`config.mk`:
```
export PLATFORM = sky130hd
export DESIGN_NAME = fpu_round_pipe
export DESIGN_NICKNAME = d
export VERILOG_FILES = /design/src/rtl/fpu_round_pkg.sv /design/src/rtl/fpu_round_pipe_dec.sv /design/src/rtl/fpu_round_pipe.sv
export SDC_FILE = /design/constraint.sdc
export NUM_CORES = 1
export LEC_CHECK = 0
export CAP_MARGIN = 10
export CORE_MARGIN = 1.5
export CORE_UTILIZATION = 35
export CTS_CLUSTER_SIZE = 25
export DETAILED_ROUTE_END_ITERATION = 16
export REMOVE_ABC_BUFFERS = 1
export SLEW_MARGIN = 25
export SYNTH_ARGS = -nofsm -noshare
export SYNTH_HDL_FRONTEND = slang
export SYNTH_SLANG_ARGS = --single-unit
```
`constraint.sdc`:
```
create_clock -name clk -period 3.9 [get_ports clk]
set_clock_uncertainty 0.1 [all_clocks]
set_input_delay 1.17 -clock clk [delete_from_list [all_inputs] [get_ports clk]]
set_output_delay 1.17 -clock clk [all_outputs]
set_load 0.1 [all_outputs]
```
`src/rtl/fpu_round_pkg.sv`:
```
// fpu_round_pkg: shared types and saturation encodings for the FPU rounding stage.
package fpu_round_pkg;
  typedef enum logic [2:0] {
    RNE = 3'b000,
    RTZ = 3'b001,
    RDN = 3'b010,
    RUP = 3'b011,
    RMM = 3'b100
  } rm_e;
  typedef struct packed {
    logic of;
    logic uf;
    logic nx;
  } flags_t;
  // {exp, frac} of +inf (inf=1) or max-finite (inf=0), right-aligned in 128 bits
  function automatic logic [127:0] sat_enc(input int exp_w, input int man_w, input logic inf);
    logic [127:0] e, f;
    e = (128'd1 << exp_w) - (inf ? 128'd1 : 128'd2);
    f = inf ? '0 : (128'd1 << man_w) - 128'd1;
    return (e << man_w) | f;
  endfunction
endpackage

```
`src/rtl/fpu_round_pipe_dec.sv`:
```
// fpu_round_dec: combinational round-increment and inexact decision.
module fpu_round_dec
  import fpu_round_pkg::*;
(
  input  logic       sign,
  input  logic [2:0] rm,
  input  logic       lsb,
  input  logic       g,
  input  logic       s,
  output logic       inc,
  output logic       nx
);
  always_comb begin
    nx  = g | s;
    inc = rm == RTZ ? 1'b0 :
          rm == RDN ? sign & nx :
          rm == RUP ? !sign & nx :
          rm == RMM ? g :
          g & (s | lsb);
  end
endmodule

```
`src/rtl/fpu_round_pipe.sv`:
```
// fpu_round_pipe: two-stage IEEE-754 rounding with overflow saturation and valid/ready flow.
module fpu_round_pipe
  import fpu_round_pkg::*;
#(
  parameter int EXP_W = 11,
  parameter int MAN_W = 52,
  parameter int TAG_W = 4
) (
  input  logic                     clk,
  input  logic                     rst,
  input  logic                     in_valid,
  output logic                     in_ready,
  input  logic                     sign_i,
  input  logic [EXP_W:0]           exp_i,
  input  logic [MAN_W+2:0]         mant_i,
  input  logic [2:0]               rm_i,
  input  logic [TAG_W-1:0]         tag_i,
  output logic                     out_valid,
  input  logic                     out_ready,
  output logic [EXP_W+MAN_W:0]     result_o,
  output logic [2:0]               flags_o,
  output logic [TAG_W-1:0]         tag_o
);
  localparam logic [127:0] INF_ENC = sat_enc(EXP_W, MAN_W, 1'b1);
  localparam logic [127:0] MAX_ENC = sat_enc(EXP_W, MAN_W, 1'b0);
  logic                   s1_valid, s2_valid, s1_en, s2_en, inc, nx;
  logic [MAN_W+1:0]       s1_sum;
  logic [EXP_W:0]         s1_exp;
  logic                   s1_sign, s1_nx, s1_tiny;
  logic [2:0]             s1_rm;
  logic [TAG_W-1:0]       s1_tag;
  logic [EXP_W+1:0]       exp_f;
  logic [MAN_W-1:0]       frac_f;
  logic                   ovf, to_inf;
  logic [EXP_W+MAN_W-1:0] mag;
  flags_t                 fl;
  assign s2_en     = !s2_valid | out_ready;
  assign s1_en     = !s1_valid | s2_en;
  assign in_ready  = s1_en;
  assign out_valid = s2_valid;
  fpu_round_dec u_dec (
    .sign (sign_i),
    .rm   (rm_i),
    .lsb  (mant_i[2]),
    .g    (mant_i[1]),
    .s    (mant_i[0]),
    .inc  (inc),
    .nx   (nx)
  );
  // exponent is widened by one bit so the carry increment can never wrap
  always_comb begin
    exp_f  = s1_sum[MAN_W+1] ? {1'b0, s1_exp} + {{(EXP_W+1){1'b0}}, 1'b1} :
             (s1_exp == '0 && s1_sum[MAN_W]) ? {{(EXP_W+1){1'b0}}, 1'b1} :
             {1'b0, s1_exp};
    frac_f = s1_sum[MAN_W+1] ? s1_sum[MAN_W:1] : s1_sum[MAN_W-1:0];
    ovf    = exp_f >= {2'b00, {EXP_W{1'b1}}};
    to_inf = !(s1_rm == RTZ || (s1_rm == RUP && s1_sign) || (s1_rm == RDN && !s1_sign));
    mag    = !ovf ? {exp_f[EXP_W-1:0], frac_f} :
             to_inf ? INF_ENC[EXP_W+MAN_W-1:0] : MAX_ENC[EXP_W+MAN_W-1:0];
    fl     = '{of: ovf, uf: s1_tiny & (s1_nx | ovf), nx: s1_nx | ovf};
  end
  always_ff @(posedge clk) begin
    if (rst) begin
      s1_valid <= 1'b0;
      s1_sum   <= '0;
      s1_exp   <= '0;
      s1_sign  <= 1'b0;
      s1_rm    <= '0;
      s1_nx    <= 1'b0;
      s1_tiny  <= 1'b0;
      s1_tag   <= '0;
      s2_valid <= 1'b0;
      result_o <= '0;
      flags_o  <= '0;
      tag_o    <= '0;
    end else begin
      if (s1_en) begin
        s1_valid <= in_valid;
        if (in_valid) begin
          s1_sum  <= {1'b0, mant_i[MAN_W+2:2]} + {{(MAN_W+1){1'b0}}, inc};
          s1_exp  <= exp_i;
          s1_sign <= sign_i;
          s1_rm   <= rm_i;
          s1_nx   <= nx;
          s1_tiny <= exp_i == '0 && !mant_i[MAN_W+2];
          s1_tag  <= tag_i;
        end
      end
      if (s2_en) begin
        s2_valid <= s1_valid;
        if (s1_valid) begin
          result_o <= {s1_sign, mag};
          flags_o  <= fl;
          tag_o    <= s1_tag;
        end
      end
    end
  end
endmodule

```
==> impl_metrics.env <==
export IMPL_status="finished clean"
export IMPL_io_pins=152
export IMPL_synth_xor_area_share_pct=6.15
export IMPL_pwr_share_seq_pct=40.2
export IMPL_grt_ovfl_total=0
export IMPL_layout_commonest_cell="dfxtp_1"
export IMPL_synth_compound_area_share_pct=21.8
export IMPL_synth_top_flop_cell="dfxtp_1"
export IMPL_antenna_found_initial=1
export IMPL_tns_ns=0
export IMPL_leakage_nw=3.41
export IMPL_yosys_warnings=0
export IMPL_cp_required_ns=2.63
export IMPL_postSynthCellCount=916
export IMPL_synth_top_family_by_area="simple AND/OR/NAND/NOR gates"
export IMPL_port_buffers=151
export IMPL_nets=1109
export IMPL_via_per_inst=5.28
export IMPL_power_density_mw_per_mm2=419
export IMPL_avgSynthCellArea_um2=8.39
export IMPL_rsz0062_at_grt="false"
export IMPL_finalSetupViolations=0
export IMPL_row_count=54
export IMPL_worstMarginPinSlew_ns=0.979
export IMPL_post_synth_and_or_nand_nor_area_fraction_pct=26.6
export IMPL_firstDrtPassIters=4
export IMPL_clk_latency_ns=0.43
export IMPL_ant_nets=0
export IMPL_final_cell_mix="148 x dfxtp_1, 94 x buf_4, 84 x nor2_1, 84 x nand2_1, 77 x clkdlybuf4s50_1"
export IMPL_fp_dieW_um=151
export IMPL_drt_initial_drc_count=279
export IMPL_clkSinkCount=149
export IMPL_end_kind="primary output"
export IMPL_min_period_ns=3.63
export IMPL_crit_type="input pin to primary output"
export IMPL_hpwl_um=13600
export IMPL_slowest_stage="clkdlybuf4s50_1"
export IMPL_cpPeakStageDelay_ns=0.41
export IMPL_setup_worst_path_start_class="input pin"
export IMPL_yosysTopAreaCell="dfxtp_1"
export IMPL_hold_path_class="flip-flop to flip-flop"
export IMPL_hold_viol=0
export IMPL_postCtsSetupRepairBufs=0
export IMPL_hold_buffers=0
export IMPL_wl_per_cell_um=15.8
export IMPL_vias=6968
export IMPL_comb_power_share_pct=16.5
export IMPL_synth_cell_types=55
export IMPL_yosysTopAreaCellShare_pct=38.8
export IMPL_min_period_over_period_pct=93.1
export IMPL_worstPathMaxFanout=5
export IMPL_grt_usage_pct=18.9
export IMPL_vdd_drop_max_mv=0.247
export IMPL_synthMuxAreaShare_pct=0.277
export IMPL_area_growth_syn_to_layout_pct=29.3
export IMPL_routed_top_layer="met5"
export IMPL_routed_wl_um=20800
export IMPL_numCtsBuffers=17
export IMPL_cts_tree="built"
export IMPL_path_clk_slew_ns=0.06
export IMPL_drive_gt1_share_pct=14.1
export IMPL_dpl_instance_area_mm2=0.00929
export IMPL_first_global_vias=6529
export IMPL_p_int_mw=3.00
export IMPL_syn_area_mm2=0.00768
export IMPL_p_sw_share_pct=28.0
export IMPL_max_clock_path_buffers=2
export IMPL_synth_seq_area_share_pct=38.8
export IMPL_fp_coreArea_mm2=0.0217
export IMPL_synth_edf_count=0
export IMPL_die_h_um=151
export IMPL_grt_pass1_wl_um=33800
export IMPL_ys_ff_latch=149
export IMPL_timing_fmax_ghz=0.275
export IMPL_design_area_mm2=0.00994
export IMPL_async_reset_ff_share_pct=0
export IMPL_yosys_area_share_adder_pct=0.651
export IMPL_grt_max_degree=202
export IMPL_drc=0
export IMPL_initial_core_util_pct=35.4
export IMPL_worstPathArrival_ns=2.36
export IMPL_clockPowerShare_pct=43.3
export IMPL_cts_root_buf="clkbuf_16"
export IMPL_die_area_mm2=0.0229
export IMPL_fill_cells=2207
export IMPL_met1_length_um=9760
export IMPL_drv_cap=0
export IMPL_routed_wl_met3_um=863
export IMPL_ys_top_cells_by_area="dfxtp_1 39%, o311ai_1 5.7%, o211ai_1 5.3%, nand3b_1 5.1%, a211oi_1 4.6%"
export IMPL_power_switching_mw=1.17
export IMPL_slew_headroom_pct=34.7
export IMPL_path_cells="clkdlybuf4s50_1 > nor2b_1 > nand2_1 > buf_12"
export IMPL_post_cts_resized=0
export IMPL_gp_congestion=0.776
export IMPL_met2WireLength_um=9870
export IMPL_report_final_slew_viol_count=0
export IMPL_h_tree_depth=4
worst paths after layout:
| path | start | to | slack (ns) | cells past startpoint |
|---|---|---|---|---|
| worst max-delay path | out_ready | in_ready | 0.27 | 4 |
| worst min-delay path | s1_rm[1] | s1_rm[1] | 0.35 | 2 |
| worst max register to register | s1_exp[1] | result_o[28] | 0.55 | 8 |
| worst min register to register | s1_rm[1] | s1_rm[1] | 0.35 | 2 |
registers in the layout, summed over array words and instances (netlist names):
signal	flops
s1_tiny	1
s1_valid	1
s1_sum	54
s1_sign	1
s1_exp	12
s1_nx	1
flags_o	3
tag_o	4
result_o	64
s1_rm	3
s1_tag	4
out_valid	1
synthesized netlist by cell type (10+ instances only):
library cell and number:
nand3b_1 52, nand3_1 26, a211oi_1 47, o21ai_0 10
xnor2_1 36, nand2b_1 54, nor3_1 19, o311ai_1 50
nand4_1 10, inv_1 14, clkbuf_1 62, xor2_1 18
nand2_1 84, o211ai_1 54, a311oi_1 15, nor2_1 84
dfxtp_1 149, a21oi_1 34
cell families after synthesis:
group                      count (synthesis)
DFF                                      149
and+or+nand+nor                          382
xor gates and xnor gates                  54
muxes                                      2
AOI/OAI and AO/OA                        224
adders and majority gates                  4
buffers and inverters                    101
worst max-delay path, delay by kind of cell:
kind / cells / cell delay (ns)
buffers and inverters: 2 / 0.62
and+or+nand+nor: 2 / 0.57
power by group through the flow:
stage	Clock (mW)	Sequential [mW]	Combinational [mW]
floorplan	0	1.92	0.217
global placement	0	1.70	0.688
detailed placement	0	1.71	0.692
CTS	1.85	1.67	0.694
global route	1.91	1.68	0.739
finish	1.80	1.67	0.687
through the flow:
step / utilization [%] / setup WS (ns) / power (mW) / hold WS [ns] / cells
floorplan: - / -1.73 / 2.13 / 0.326 / 829
global placement: 42.8 / -0.0616 / 2.39 / 0.336 / 1287
detailed placement: 42.8 / -0.183 / 2.40 / 0.343 / 1287
CTS: 45.8 / 0.253 / 4.21 / 0.350 / 1319
global route: 45.8 / 0.0454 / 4.33 / 0.372 / 1319
finish: 45.8 / 0.267 / 4.16 / 0.350 / 1320
routing by layer:
metal	vias up	global-route usage (%)
met5	-	0
li1	3588	-
met1	3218	24.8
met4	2	6.65
met3	28	3.67
met2	132	30.8
layout make-up:
class	count	area (um^2)	area share, %
multi-input combinational	666	4290	43.2
tap	280	350	3.52
antenna	1	2.50	0.0252
sequential	149	2990	30.0
inverter	14	52.6	0.529
clock buffer	25	505	5.09
clock inverter	7	141	1.42
timing repair buffer	178	1610	16.2
Power figures use the tool's default switching activity.
